[src/rtl/uart_pkg.sv]
// Shared types and helpers for the UART receive path.
// Latency: n/a (types and pure functions only).
// Backpressure: n/a.
//
// Contents:
//   rx_state_t   - receiver FSM state encoding
//   even_parity  - even-parity bit over a zero-extended data word
package uart_pkg;

   // PARITY is only reachable when the receiver is built with parity support.
   typedef enum logic [2:0] {
      IDLE,
      START,
      DATA,
      PARITY,
      STOP,
      BREAK
   } rx_state_t;

   // Widest data word the parity helper accepts. A package function cannot
   // take the receiver's WIDTH parameter, so callers zero-extend their word to
   // this width. Zero padding leaves the XOR unchanged.
   localparam int PARITY_MAX_W = 64;

   // Returns the bit that makes the total number of ones (data + parity) even.
   function automatic logic even_parity(input logic [PARITY_MAX_W-1:0] d);
      return ^d;
   endfunction

endpackage

[src/rtl/sync_2ff.sv]
// Two-flop synchronizer for a single asynchronous input.
// Latency: 2 clk from a pin change to a change on o_q.
// Backpressure: none; it samples every cycle.
//
// Ports:
//   clk      - destination clock
//   i_reset  - asynchronous active-high reset; both flops load RESET_VAL
//   i_d      - asynchronous input
//   o_q      - synchronized output
module sync_2ff #(
   parameter logic RESET_VAL = 1'b1
) (
   input  logic clk,
   input  logic i_reset,
   input  logic i_d,
   output logic o_q
);

   logic meta;

   always_ff @(posedge clk or posedge i_reset) begin
      if (i_reset) begin
         meta <= RESET_VAL;
         o_q  <= RESET_VAL;
      end else begin
         meta <= i_d;
         o_q  <= meta;
      end
   end

endmodule

[src/rtl/uart_rx.sv]
// UART receiver that oversamples an 8N1-style line and samples each bit at mid-period.
// Latency: o_dv follows the line's start edge by about 2 + DIVISOR/2 + (WIDTH+1)*DIVISOR clocks.
// Backpressure: none; the consumer must take every o_dv strobe.
//
// Optional build macro: UART_RX_PARITY_EN adds one even-parity bit between
// the data bits and the stop bit. Without it o_parity_err is tied low.
//
// Ports:
//   clk           - system clock
//   i_reset       - asynchronous active-high reset
//   i_rx          - serial line, asynchronous to clk, idle high
//   o_data        - last good word; held until the next good frame
//   o_dv          - one-cycle strobe, o_data valid
//   o_frame_err   - one-cycle strobe, stop bit sampled low
//   o_parity_err  - one-cycle strobe, parity mismatch with a good stop bit
//   o_busy        - high from start-bit detection until the frame ends
//
// DIVISOR must be even and at least 4. WIDTH must be at least 2.
module uart_rx
   import uart_pkg::*;
#(
   parameter int WIDTH   = 8,
   parameter int DIVISOR = 100
) (
   input  logic             clk,
   input  logic             i_reset,
   input  logic             i_rx,
   output logic [WIDTH-1:0] o_data,
   output logic             o_dv,
   output logic             o_frame_err,
   output logic             o_parity_err,
   output logic             o_busy
);

   localparam int CNT_W = $clog2(DIVISOR);
   localparam int IDX_W = (WIDTH > 1) ? $clog2(WIDTH) : 1;

   localparam logic [CNT_W-1:0] CNT_HALF = CNT_W'(DIVISOR / 2 - 1);
   localparam logic [CNT_W-1:0] CNT_LAST = CNT_W'(DIVISOR - 1);
   localparam logic [IDX_W-1:0] IDX_LAST = IDX_W'(WIDTH - 1);

`ifdef UART_RX_PARITY_EN
   localparam rx_state_t AFTER_DATA = PARITY;
`else
   localparam rx_state_t AFTER_DATA = STOP;
`endif

   rx_state_t        state;
   rx_state_t        state_nxt;
   logic             rx_s;
   logic [1:0]       fill_cnt;
   logic             line_hi;
   logic             fall;
   logic [CNT_W-1:0] bit_cnt;
   logic [IDX_W-1:0] idx;
   logic [WIDTH-1:0] shreg;

   logic             shift_en;
   logic             take_word;
   logic             take_ferr;

   // ------------------------------------------------------------------
   // Line synchronizer and start-edge detector
   // ------------------------------------------------------------------
   sync_2ff #(
      .RESET_VAL (1'b1)
   ) u_rx_sync (
      .clk     (clk),
      .i_reset (i_reset),
      .i_d     (i_rx),
      .o_q     (rx_s)
   );

   // After reset the synchronizer shows its reset value of 1 for two cycles,
   // whatever the pin is doing. line_hi stays low until that stale value has
   // been flushed. As a result, a line that is already low at reset exit never
   // looks like a falling edge. A start needs a genuinely observed high-to-low
   // transition.
   always_ff @(posedge clk or posedge i_reset) begin
      if (i_reset) begin
         fill_cnt <= 2'd0;
         line_hi  <= 1'b0;
      end else begin
         if (fill_cnt != 2'd2) begin
            fill_cnt <= fill_cnt + 2'd1;
         end
         line_hi <= (fill_cnt == 2'd2) && rx_s;
      end
   end

   assign fall = line_hi && !rx_s;

   // ------------------------------------------------------------------
   // Receiver FSM: state register
   // ------------------------------------------------------------------
   always_ff @(posedge clk or posedge i_reset) begin
      if (i_reset) begin
         state <= IDLE;
      end else begin
         state <= state_nxt;
      end
   end

`ifdef UART_RX_PARITY_EN
   logic                    cap_par;
   logic                    take_perr;
   logic                    par_bad;
   logic [PARITY_MAX_W-1:0] par_ext;

   always_comb begin
      par_ext             = '0;
      par_ext[WIDTH-1:0]  = shreg;
   end
`endif

   // ------------------------------------------------------------------
   // Receiver FSM: next state and per-cycle controls
   // ------------------------------------------------------------------
   always_comb begin
      state_nxt = state;
      shift_en  = 1'b0;
      take_word = 1'b0;
      take_ferr = 1'b0;
`ifdef UART_RX_PARITY_EN
      cap_par   = 1'b0;
      take_perr = 1'b0;
`endif

      unique case (state)
         IDLE: begin
            if (fall) begin
               state_nxt = START;
            end
         end

         // Re-check the line half a bit after the edge. A high line here
         // means the edge was noise, so drop it silently.
         START: begin
            if (bit_cnt == CNT_HALF) begin
               state_nxt = rx_s ? IDLE : DATA;
            end
         end

         // This state was entered at mid start bit, so every full count here
         // lands in the middle of a data bit.
         DATA: begin
            if (bit_cnt == CNT_LAST) begin
               shift_en = 1'b1;
               if (idx == IDX_LAST) begin
                  state_nxt = AFTER_DATA;
               end
            end
         end

         PARITY: begin
`ifdef UART_RX_PARITY_EN
            if (bit_cnt == CNT_LAST) begin
               cap_par   = 1'b1;
               state_nxt = STOP;
            end
`else
            state_nxt = IDLE;
`endif
         end

         // The stop bit is checked at its midpoint. Going back to IDLE then
         // leaves half a bit of margin before the next start edge.
         STOP: begin
            if (bit_cnt == CNT_LAST) begin
               if (rx_s) begin
                  state_nxt = IDLE;
`ifdef UART_RX_PARITY_EN
                  if (par_bad) begin
                     take_perr = 1'b1;
                  end else begin
                     take_word = 1'b1;
                  end
`else
                  take_word = 1'b1;
`endif
               end else begin
                  state_nxt = BREAK;
                  take_ferr = 1'b1;
               end
            end
         end

         // A held-low line after a bad stop bit must not look like a string
         // of new frames. Wait for the line to return high first.
         BREAK: begin
            if (rx_s) begin
               state_nxt = IDLE;
            end
         end

         default: begin
            state_nxt = IDLE;
         end
      endcase
   end

   // ------------------------------------------------------------------
   // Bit-period counter, data index and shift register
   // ------------------------------------------------------------------
   // The counter restarts on every state change, so each state measures its
   // sample point from its own entry. IDLE and BREAK do no timing, so the
   // counter is held at zero there.
   always_ff @(posedge clk or posedge i_reset) begin
      if (i_reset) begin
         bit_cnt <= '0;
      end else if ((state_nxt != state) || (state == IDLE) ||
                   (state == BREAK) || (bit_cnt == CNT_LAST)) begin
         bit_cnt <= '0;
      end else begin
         bit_cnt <= bit_cnt + CNT_W'(1);
      end
   end

   always_ff @(posedge clk or posedge i_reset) begin
      if (i_reset) begin
         idx <= '0;
      end else if (state != DATA) begin
         idx <= '0;
      end else if (shift_en) begin
         idx <= idx + IDX_W'(1);
      end
   end

   // Bits arrive LSB first. Shifting right from the MSB leaves bit 0 in
   // shreg[0] once all WIDTH bits are in.
   always_ff @(posedge clk or posedge i_reset) begin
      if (i_reset) begin
         shreg <= '0;
      end else if (shift_en) begin
         shreg <= {rx_s, shreg[WIDTH-1:1]};
      end
   end

`ifdef UART_RX_PARITY_EN
   always_ff @(posedge clk or posedge i_reset) begin
      if (i_reset) begin
         par_bad <= 1'b0;
      end else if (state == IDLE) begin
         par_bad <= 1'b0;
      end else if (cap_par) begin
         par_bad <= rx_s ^ even_parity(par_ext);
      end
   end
`endif

   // ------------------------------------------------------------------
   // Outputs
   // ------------------------------------------------------------------
   // All strobes come from one STOP decision. That keeps them one cycle wide
   // and mutually exclusive.
   always_ff @(posedge clk or posedge i_reset) begin
      if (i_reset) begin
         o_data      <= '0;
         o_dv        <= 1'b0;
         o_frame_err <= 1'b0;
      end else begin
         o_dv        <= take_word;
         o_frame_err <= take_ferr;
         if (take_word) begin
            o_data <= shreg;
         end
      end
   end

`ifdef UART_RX_PARITY_EN
   always_ff @(posedge clk or posedge i_reset) begin
      if (i_reset) begin
         o_parity_err <= 1'b0;
      end else begin
         o_parity_err <= take_perr;
      end
   end
`else
   assign o_parity_err = 1'b0;
`endif

   assign o_busy = (state != IDLE) && (state != BREAK);

endmodule
[config.mk]
export PLATFORM = sky130hd
export DESIGN_NAME = uart_rx
export DESIGN_NICKNAME = d
export VERILOG_FILES = /design/src/rtl/uart_pkg.sv /design/src/rtl/sync_2ff.sv /design/src/rtl/uart_rx.sv
export SDC_FILE = /design/constraint.sdc
export NUM_CORES = 1
export LEC_CHECK = 0
export CAP_MARGIN = 20
export CORE_MARGIN = 2
export CORE_UTILIZATION = 60
export DETAILED_ROUTE_END_ITERATION = 8
export PLACE_DENSITY = 0.81
export REMOVE_ABC_BUFFERS = 1
export SYNTH_ARGS = -nofsm -noshare
export SYNTH_HDL_FRONTEND = slang
export SYNTH_HIERARCHICAL = 1
export SYNTH_SLANG_ARGS = --single-unit
[constraint.sdc]
create_clock -name clk -period 2.6 [get_ports clk]
set_input_delay 0.26 -clock clk [delete_from_list [all_inputs] [get_ports clk]]
set_output_delay 0.26 -clock clk [all_outputs]
set_load 0.05 [all_outputs]
==> reports/metrics.yaml, run 1 <==
setup_path:
  worstPathArrival_ns: 2.12
  critPathMaxStageDelay_ns: 0.70
  cp.required_ns: 2.34
  startpoint_type: "flip-flop"
  path_buf_inv: 2
  cpLargestDelayFamily: "buffers and inverters"
  cp-end-kind: "output port"
  worst-path-max-fanout: 10
  path_cells: "inv_1, nor2_1, or3_1, clkdlybuf4s50_1"
  crit_type: "reg -> out"
  cpMaxStageDelayCell: "clkdlybuf4s50_1"
status:
  status: "complete, no violations"
cts:
  cts_buffers: 5
  post_cts_buffers: 0
  cts_tree: "yes"
  clock_path_buffers: 2
  htreeDepth: 2
  clkLatencyLatePin_ns: 0.35
  root_buffer: "clkbuf_4"
  cts-hold-fix-buffers: 0
  clkTransAtPathRegs_ns: 0.10
  cts_resized: 0
  cts.sinks: 36
floorplan:
  dieArea_mm2: 0.00321
  die_h_um: 56.6
  core_mm2: 0.00269
  die_w_um: 56.6
  core.rowCount: 19
  io_pins: 15
  initial_core_util_pct: 61.9
finish:
  fillers: 206
  multiInputGateArea_um2: 692
  ff_latch_area_um2: 903
  area_delta_synth_final_pct: 12.0
  fin_util_pct: 69.4
  nets: 159
  drive_gt1_share_pct: 21.1
  diodes: 0
global_route:
  antenna_found_initial: 0
  grt_pass1_wl_um: 4860
  grtUsageTotal_pct: 20.5
  grt_pass1_vias: 1098
  grt_max_degree: 35
  overflow: 0
logic_synthesis:
  yosysWarnings: 6
  synth-edff-count: 0
  netlist_area_mm2: 0.00166
  synth-seq-cells: 36
  postSynthAreaPerCell_um2: 12.2
  ys_async_sr_fraction_pct: 100
  synth-seq-area-share_pct: 54.3
  synth_top_area_share_pct: 51.2
  synth_cell_type_count: 36
  synthFlopType: "dfrtp_1"
  synth_most_common_cell: "dfrtp_1"
  synth_area_leaders: "dfrtp_1 (51%), mux2_2 (12%), ha_1 (3.8%), dfstp_2 (3.2%), nor2_1 (2.9%)"
  synthTopCellsByCount: "dfrtp_1 (34), mux2_2 (17), nor2_1 (13)"
  syn_inst: 136
  yosys.area.top_type: "dfrtp_1"
sta:
  fin_crit_ns: 2.38
  worstMarginPinSlew_ns: 0.588
  maxSlewViolCount: 0
  timing.setup.tns_ns: 0
  period_share_pct: 91.5
  setup_viol_count_final: 0
  grt_setup_unrepaired: "false"
  finalHoldViolations: 0
  slew_headroom_pct: 60.5
  fmax_mhz: 420
  fin_skew_ns: 0.0109
placement:
  io_buffer_count: 13
  place_congestion: 0.784
  place_hpwl_um: 1960
route:
  drtIter0Drc: 29
  ant_nets: 0
  post-route-drc-count: 0
  routedWlPerCell_um: 14.8
  via_count: 1038
  vias_per_cell: 5.67
  drt-total-wl_um: 2710
  drtPass1Iterations: 4
power_and_ir_drop:
  power_density_mw_per_mm2: 600
  peakVddDrop_v: 0.000412
  p_leak_nw: 0.898
job:
  max-cap-violations: 0
hold_path:
  min-delay-path-class: "in -> async"
report_power, final:
| group | total (mW) | leakage (nW) | switching [mW] | internal [mW] |
|---|---|---|---|---|
| clock | 0.294 | 0.0295 | 0.185 | 0.108 |
| sequential | 0.666 | 0.479 | 0.0685 | 0.598 |
| combinational | 0.158 | 0.389 | 0.0899 | 0.0684 |
cell usage in the layout, fill, tap and decap left out, types with 2 or more instances in the layout:
cell type,n
buf_4,2
mux2i_1,3
a21oi_1,3
nor3_1,5
ha_1,5
xnor2_1,5
nand2_1,5
clkbuf_4,5
inv_1,8
dfrtp_1,34
nor2_1,13
xor2_1,3
mux2_2,17
o22ai_1,2
clkbuf_1,2
dfstp_2,2
nand3_1,5
clkdlybuf4s50_1,13
state kept, by name (all words and copies together) (netlist names), 2 cells and up:
signal    count
bit_cnt       7
fill_cnt      2
idx           3
o_data        8
shreg         8
state         3
worst paths after layout:
path | startpoint | endpoint | slack, ns | depth (start not counted)
worst min register to register | u_rx_sync/meta$_DFF_PP1_ | u_rx_sync/o_q$_DFF_PP1_ | 0.36 | 0
worst min-delay path | i_reset | u_rx_sync/meta$_DFF_PP1_ | 0.24 | 2
worst max register to register | state[2]$_DFF_PP0_ | shreg[5]$_DFFE_PP0P_ | 0.64 | 4
min in group clk | i_rx | u_rx_sync/meta$_DFF_PP1_ | 0.31 | 1
worst max-delay path | state[0]$_DFF_PP0_ | o_busy | 0.22 | 4
max in group asynchronous | i_reset | state[0]$_DFF_PP0_ | 1.98 | 3
logic make-up after synthesis:
logic type / count (synthesis) / synth area share (%)
compound gates: 10 / 4.06
xor+xnor: 8 / 4.21
fa+ha+maj: 5 / 3.76
buf+inv: 15 / 4.06
flops: 36 / 54.3
mux: 20 / 13.3
other cells: 1 / 0.226
simple gates: 41 / 16.0
per-stage QoR:
stage               power, mW  instances  area [um2]  setup WS, ns  hold slack (ns)
floorplan               0.792        129        1630         0.836            0.172
global placement        0.826        175        1810         0.664            0.346
detailed placement      0.837        175        1810         0.605            0.350
global route             1.19        183        1860         0.140            0.250
finish                   1.12        183        1860         0.221            0.240
CTS                      1.13        183        1860         0.213            0.243
layer usage:
layer,track usage (%),part of all wire (%),vias to the layer above
met2,32.9,51,31
met1,24.9,41,501
met4,12.2,2.8,0
met3,4.84,4.8,7
li1,-,-,499
met5,0,0,-
layout make-up:
type	count	share of cell area (%)
clock buffer	7	2.42
clock inverter	1	0.470
inverter	8	1.61
multi-input combinational	85	37.1
sequential	36	48.5
tap	31	2.08
timing repair buffer	15	7.79
No activity file was read; power rests on OpenSTA's default activity.
==> run 2: changes to the inputs <==
--- a/config.mk
+++ b/config.mk
@@ -6,10 +6,12 @@
 export NUM_CORES = 1
 export LEC_CHECK = 0
 export CAP_MARGIN = 20
+export CELL_PAD_IN_SITES_DETAIL_PLACEMENT = 2
+export CELL_PAD_IN_SITES_GLOBAL_PLACEMENT = 2
 export CORE_MARGIN = 2
-export CORE_UTILIZATION = 60
+export CORE_UTILIZATION = 41
 export DETAILED_ROUTE_END_ITERATION = 8
-export PLACE_DENSITY = 0.81
+export PLACE_DENSITY = 0.8
 export REMOVE_ABC_BUFFERS = 1
 export SYNTH_ARGS = -nofsm -noshare
 export SYNTH_HDL_FRONTEND = slang
==> run 2 against run 1 <==
Compared with the run above:
- sequential share of layout area fell by 1.4 points
- clock skew fell by 0.0059 ns
- core utilization fell by 21 points
- maximum frequency rose by 1.9%
- largest cell class unchanged
==> reports/metrics.yaml, run 2 (synthesized netlist as in run 1, its figures left out) <==
placement:
  place_congestion: 0.774
  io_buffer_count: 13
  place_hpwl_um: 2580
  placed_cells: 194
global_route:
  grtUsageTotal_pct: 19.5
  antenna_found_initial: 0
  grt_pass1_vias: 1258
  grt_pass1_wl_um: 6200
  grt_max_degree: 35
  overflow: 0
setup_path:
  reg2regPathDepth: 4
  critPathMaxStageDelay_ns: 0.70
  worstPathArrival_ns: 2.07
  crit_type: "reg -> out"
  cp.required_ns: 2.34
  worst-path-max-fanout: 10
  worstSetupPathDepth: 4
  cpLargestDelayFamily: "buffers and inverters"
  path_buf_inv: 2
  startpoint_type: "flip-flop"
  path_cells: "inv_1, nor2_1, or3_1, clkdlybuf4s50_1"
  cpMaxStageDelayCell: "clkdlybuf4s50_1"
  cp-end-kind: "output port"
finish:
  area_delta_synth_final_pct: 15.3
  nets: 159
  layout_common_cells: "dfrtp_1 (34), mux2_2 (17), nor2_1 (13), clkdlybuf4s50_1 (13), inv_1 (8)"
  top_regs: "o_data x8, shreg x8, bit_cnt x7"
  diodes: 0
  mostFrequentLayoutCell: "dfrtp_1"
  drive_gt1_share_pct: 21.1
  stdcell_count: 202
cts:
  cts_tree: "yes"
  cts.sinks: 36
  post_cts_buffers: 0
  htreeDepth: 2
  cts-hold-fix-buffers: 0
  cts_resized: 0
  clkTransAtPathRegs_ns: 0.07
  clkLatencyLatePin_ns: 0.29
  clock_path_buffers: 2
  cts_buffers: 5
  root_buffer: "clkbuf_8"
job:
  max-cap-violations: 0
sta:
  period_share_pct: 89.7
  fmax_mhz: 429
  grt_setup_unrepaired: "false"
  fin_crit_ns: 2.33
  setup_viol_count_final: 0
  fin_skew_ns: 0.00496
  timing.setup.tns_ns: 0
  slew_headroom_pct: 62.3
  finalHoldViolations: 0
  maxSlewViolCount: 0
  worstMarginPinSlew_ns: 0.562
route:
  via_count: 1075
  drtIter0Drc: 63
  ant_nets: 0
  drt-total-wl_um: 3680
  routedWlPerCell_um: 18.2
  drtPass1Iterations: 4
  vias_per_cell: 5.32
  post-route-drc-count: 0
floorplan:
  die_h_um: 67.7
  initial_core_util_pct: 42.2
  io_pins: 15
  core.rowCount: 23
  core_mm2: 0.00394
  dieArea_mm2: 0.00458
  die_w_um: 67.7
power_and_ir_drop:
  power_density_mw_per_mm2: 642
  p_leak_nw: 0.910
  power_mw: 1.23
  peakVddDrop_v: 0.000320
status:
  status: "complete, no violations"
hold_path:
  min-delay-path-class: "in -> async"
==> run 2: cell types whose count changed in the layout (fill, tap and decap cells not counted) <==
cell      previous run  this run
clkbuf_8             0         5
clkbuf_4             5         0
==> run 2: per-stage QoR <==
stage | setup slack [ns] | util (%) | hold WS, ns | instance area, um2
3_3_place_gp | 0.644 | 46.5 | 0.346 | 1830
2_1_floorplan | 0.836 | - | 0.172 | 1630
3_5_place_dp | 0.578 | 46.5 | 0.354 | 1830
6_report | 0.267 | 48.7 | 0.339 | 1920
4_1_cts | 0.262 | 48.7 | 0.335 | 1920
5_1_grt | 0.135 | 48.7 | 0.365 | 1920
==> run 2: worst paths after layout <==
| path | slack [ns] | to | startpoint |
|---|---|---|---|
| min reg2reg | 0.36 | u_rx_sync/o_q$_DFF_PP1_ | u_rx_sync/meta$_DFF_PP1_ |
| min | 0.34 | u_rx_sync/o_q$_DFF_PP1_ | i_reset |
| max in group asynchronous | 1.86 | state[2]$_DFF_PP0_ | i_reset |
| max | 0.27 | o_busy | state[0]$_DFF_PP0_ |
| max reg2reg | 0.61 | shreg[7]$_DFFE_PP0P_ | state[2]$_DFF_PP0_ |
| min in group clk | 0.36 | u_rx_sync/o_q$_DFF_PP1_ | u_rx_sync/meta$_DFF_PP1_ |
==> run 2: layout make-up <==
class	instances	area [um2]
flip-flops and latches	36	903
fillers	409	2020
clock inverters	1	8.76
inverters	8	30.0
multi-input cells	85	692
clock buffers	7	76.3
well taps	50	62.6
repair buffers	15	145
==> run 2: power breakdown <==
part           leakage, nW  total [mW]  switching (mW)  internal [mW]
clock               0.0424       0.387           0.196          0.191
sequential           0.479       0.671          0.0725          0.598
combinational        0.389       0.174           0.105         0.0689
total                0.910        1.23           0.373          0.858
==> run 2: routing by layer <==
metal	track usage [%]	up-vias	part of all wire, %	wire, um
met5	0	-	0	0
met4	7.91	0	1.6	58
met3	5.50	7	3.2	117
met2	33.9	18	54	1970
met1	22.4	559	42	1530
li1	-	491	-	-
==> run 3: changes to the inputs <==
--- a/config.mk
+++ b/config.mk
@@ -11,9 +11,8 @@
 export CORE_MARGIN = 2
 export CORE_UTILIZATION = 41
 export DETAILED_ROUTE_END_ITERATION = 8
-export PLACE_DENSITY = 0.8
+export PLACE_DENSITY = 0.81
 export REMOVE_ABC_BUFFERS = 1
 export SYNTH_ARGS = -nofsm -noshare
 export SYNTH_HDL_FRONTEND = slang
-export SYNTH_HIERARCHICAL = 1
 export SYNTH_SLANG_ARGS = --single-unit
==> run 3 against run 2 <==
Compared with the run above:
- combinational power hardly changed
- setup slack worse by 0.021 ns
- global-route usage is 0.71 points lower
- critical path depth is 1 lower
- maximum frequency is 0.87% lower
- clock skew is 0.0012 ns higher
- register-to-register slack better by 0.08 ns
- routed wire length is 5.7% lower
- critical endpoint unchanged
==> reports/metrics.yaml, run 3 <==
floorplan:
  dieArea_mm2: 0.00450
  die_h_um: 67.1
  core.rowCount: 22
  io_pins: 15
  initial_core_util_pct: 43.6
  core_mm2: 0.00374
  die_w_um: 67.1
logic_synthesis:
  yosys.area.top_type: "dfrtp_1"
  synth-seq-cells: 36
  yosysWarnings: 0
  synthTopCellsByCount: "dfrtp_1 (34), mux2_2 (16), nand2_1 (9)"
  postSynthAreaPerCell_um2: 11.9
  ys_async_sr_fraction_pct: 100
  netlist_area_mm2: 0.00163
  synth-seq-area-share_pct: 55.4
  synth_area_leaders: "dfrtp_1 (52%), mux2_2 (11%), ha_1 (3.8%), dfstp_2 (3.2%), xnor2_1 (3.2%)"
  synthFlopType: "dfrtp_1"
  synth_most_common_cell: "dfrtp_1"
  synth_top_area_share_pct: 52.1
  synth_cell_type_count: 37
  syn_inst: 137
  synth-edff-count: 0
sta:
  period_share_pct: 90.5
  timing.setup.tns_ns: 0
  whs_ns: 0.367
  maxSlewViolCount: 0
  fin_ws_ns: 0.246
  fin_skew_ns: 0.00612
  fmax_mhz: 425
  worstMarginPinSlew_ns: 0.509
  setup_viol_count_final: 0
  fin_crit_ns: 2.35
  grt_setup_unrepaired: "false"
  finalHoldViolations: 0
  slew_headroom_pct: 66.0
setup_path:
  cpMaxStageDelayCell: "clkdlybuf4s50_1"
  path_buf_inv: 1
  startpoint_type: "flip-flop"
  cpLargestDelayFamily: "buffers and inverters"
  worstPathArrival_ns: 2.09
  path_cells: "nor2b_2, or3_1, clkdlybuf4s50_1"
  worst-path-max-fanout: 11
  cp-end-kind: "output port"
  crit_type: "reg -> out"
  worstSetupPathDepth: 3
  critPathMaxStageDelay_ns: 0.72
  reg2regPathDepth: 4
  cp.required_ns: 2.34
placement:
  dp_slack_ns: 0.565
  io_buffer_count: 13
  place_area_mm2: 0.00179
  place_congestion: 0.772
  place_hpwl_um: 2530
cts:
  cts-hold-fix-buffers: 0
  root_buffer: "clkbuf_8"
  cts_resized: 0
  cts_tree: "yes"
  post_cts_buffers: 0
  clock_path_buffers: 2
  clkTransAtPathRegs_ns: 0.07
  clkLatencyLatePin_ns: 0.29
  cts.sinks: 36
  htreeDepth: 2
  cts_buffers: 5
global_route:
  grt_max_degree: 37
  grt_pass1_vias: 1185
  grtUsageTotal_pct: 18.8
  antenna_found_initial: 0
  overflow: 0
  grt_pass1_wl_um: 5910
route:
  drt-total-wl_um: 3470
  drtPass1Iterations: 4
  post-route-drc-count: 0
  routedWlPerCell_um: 17.3
  via_count: 1074
  ant_nets: 0
  vias_per_cell: 5.34
  drtIter0Drc: 34
finish:
  area_delta_synth_final_pct: 16.6
  layout_common_cells: "dfrtp_1 (34), mux2_2 (16), clkdlybuf4s50_1 (13)"
  drive_gt1_share_pct: 20.9
  diodes: 0
  top_regs: "o_data x8, shreg x8, bit_cnt x7"
  nets: 160
  finalInstanceArea_mm2: 0.00190
  mostFrequentLayoutCell: "dfrtp_1"
power_and_ir_drop:
  peakVddDrop_v: 0.000430
  power_frac_seq_pct: 50.0
  power.switching_uw: 351
  clockPowerShare_pct: 36.8
  power_density_mw_per_mm2: 687
  p_leak_nw: 0.870
  comb_power_share_pct: 13.2
  switching_share_pct: 26.9
  p_int_uw: 955
status:
  status: "complete, no violations"
hold_path:
  min-delay-path-class: "reg -> reg"
  hold_depth: 0
job:
  max-cap-violations: 0
[run 3: cell type report]
cell class / instances / area, um2
multi-input cells: 87 / 663
flip-flops and latches: 36 / 903
fillers: 385 / 1840
repair buffers: 14 / 138
clock buffers: 6 / 72.6
inverters: 8 / 30.0
clock inverters: 2 / 35.0
well taps: 48 / 60.1
[run 3: cell families (layout without fill, tap and decap cells)]
group,count (synthesis),in the layout,synth area share [%]
AOI/OAI and AO/OA,13,13,5.14
xor gates and xnor gates,7,7,3.76
adders and majority gates,5,5,3.83
buffers and inverters,14,30,3.99
DFF,36,36,55.4
muxes,17,17,11.7
other,1,1,0.230
and+or+nand+nor,44,44,16.0
[run 3: per-layer routing]
layer	global-route usage (%)	vias up	wire (um)
li1	-	502	-
met1	21.4	547	1470
met2	32.2	17	1820
met3	4.56	8	99
met4	9.95	0	84
met5	0	-	0
[run 3: final timing paths]
kind	end	slack, ns	startpoint
max	o_busy	0.25	state[2]$_DFF_PP0_
min	u_rx_sync.o_q$_DFF_PP1_	0.37	u_rx_sync.meta$_DFF_PP1_
max reg2reg	o_data[0]$_DFFE_PP0P_	0.69	bit_cnt[0]$_DFF_PP0_
min reg2reg	u_rx_sync.o_q$_DFF_PP1_	0.37	u_rx_sync.meta$_DFF_PP1_
max in group asynchronous	u_rx_sync.meta$_DFF_PP1_	1.86	i_reset
min in group asynchronous	fill_cnt[1]$_DFFE_PP0P_	0.39	i_reset
[run 3: power groups by stage]
stage	registers, mW	logic [mW]	clock network, mW
final	0.653	0.173	0.480
after global routing	0.662	0.195	0.519
after CTS	0.654	0.178	0.499
after detailed placement	0.663	0.177	0
after global placement	0.660	0.165	0
after floorplan	0.652	0.132	0
[run 3: metrics by stage]
step / utilization (%) / total power [mW] / std cells
after floorplan: - / 0.783 / 131
after detailed placement: 47.9 / 0.840 / 193
final: 50.8 / 1.31 / 201
after CTS: 50.8 / 1.33 / 201
after global routing: 50.8 / 1.38 / 201
after global placement: 47.9 / 0.825 / 193
[run 3: worst reg2reg max path, stage by stage, from the launching register on]
cell     delay, ns
dfrtp_1       0.41
ha_1          0.28
and4_1        0.50
nand4_4       0.27
mux2_2        0.34
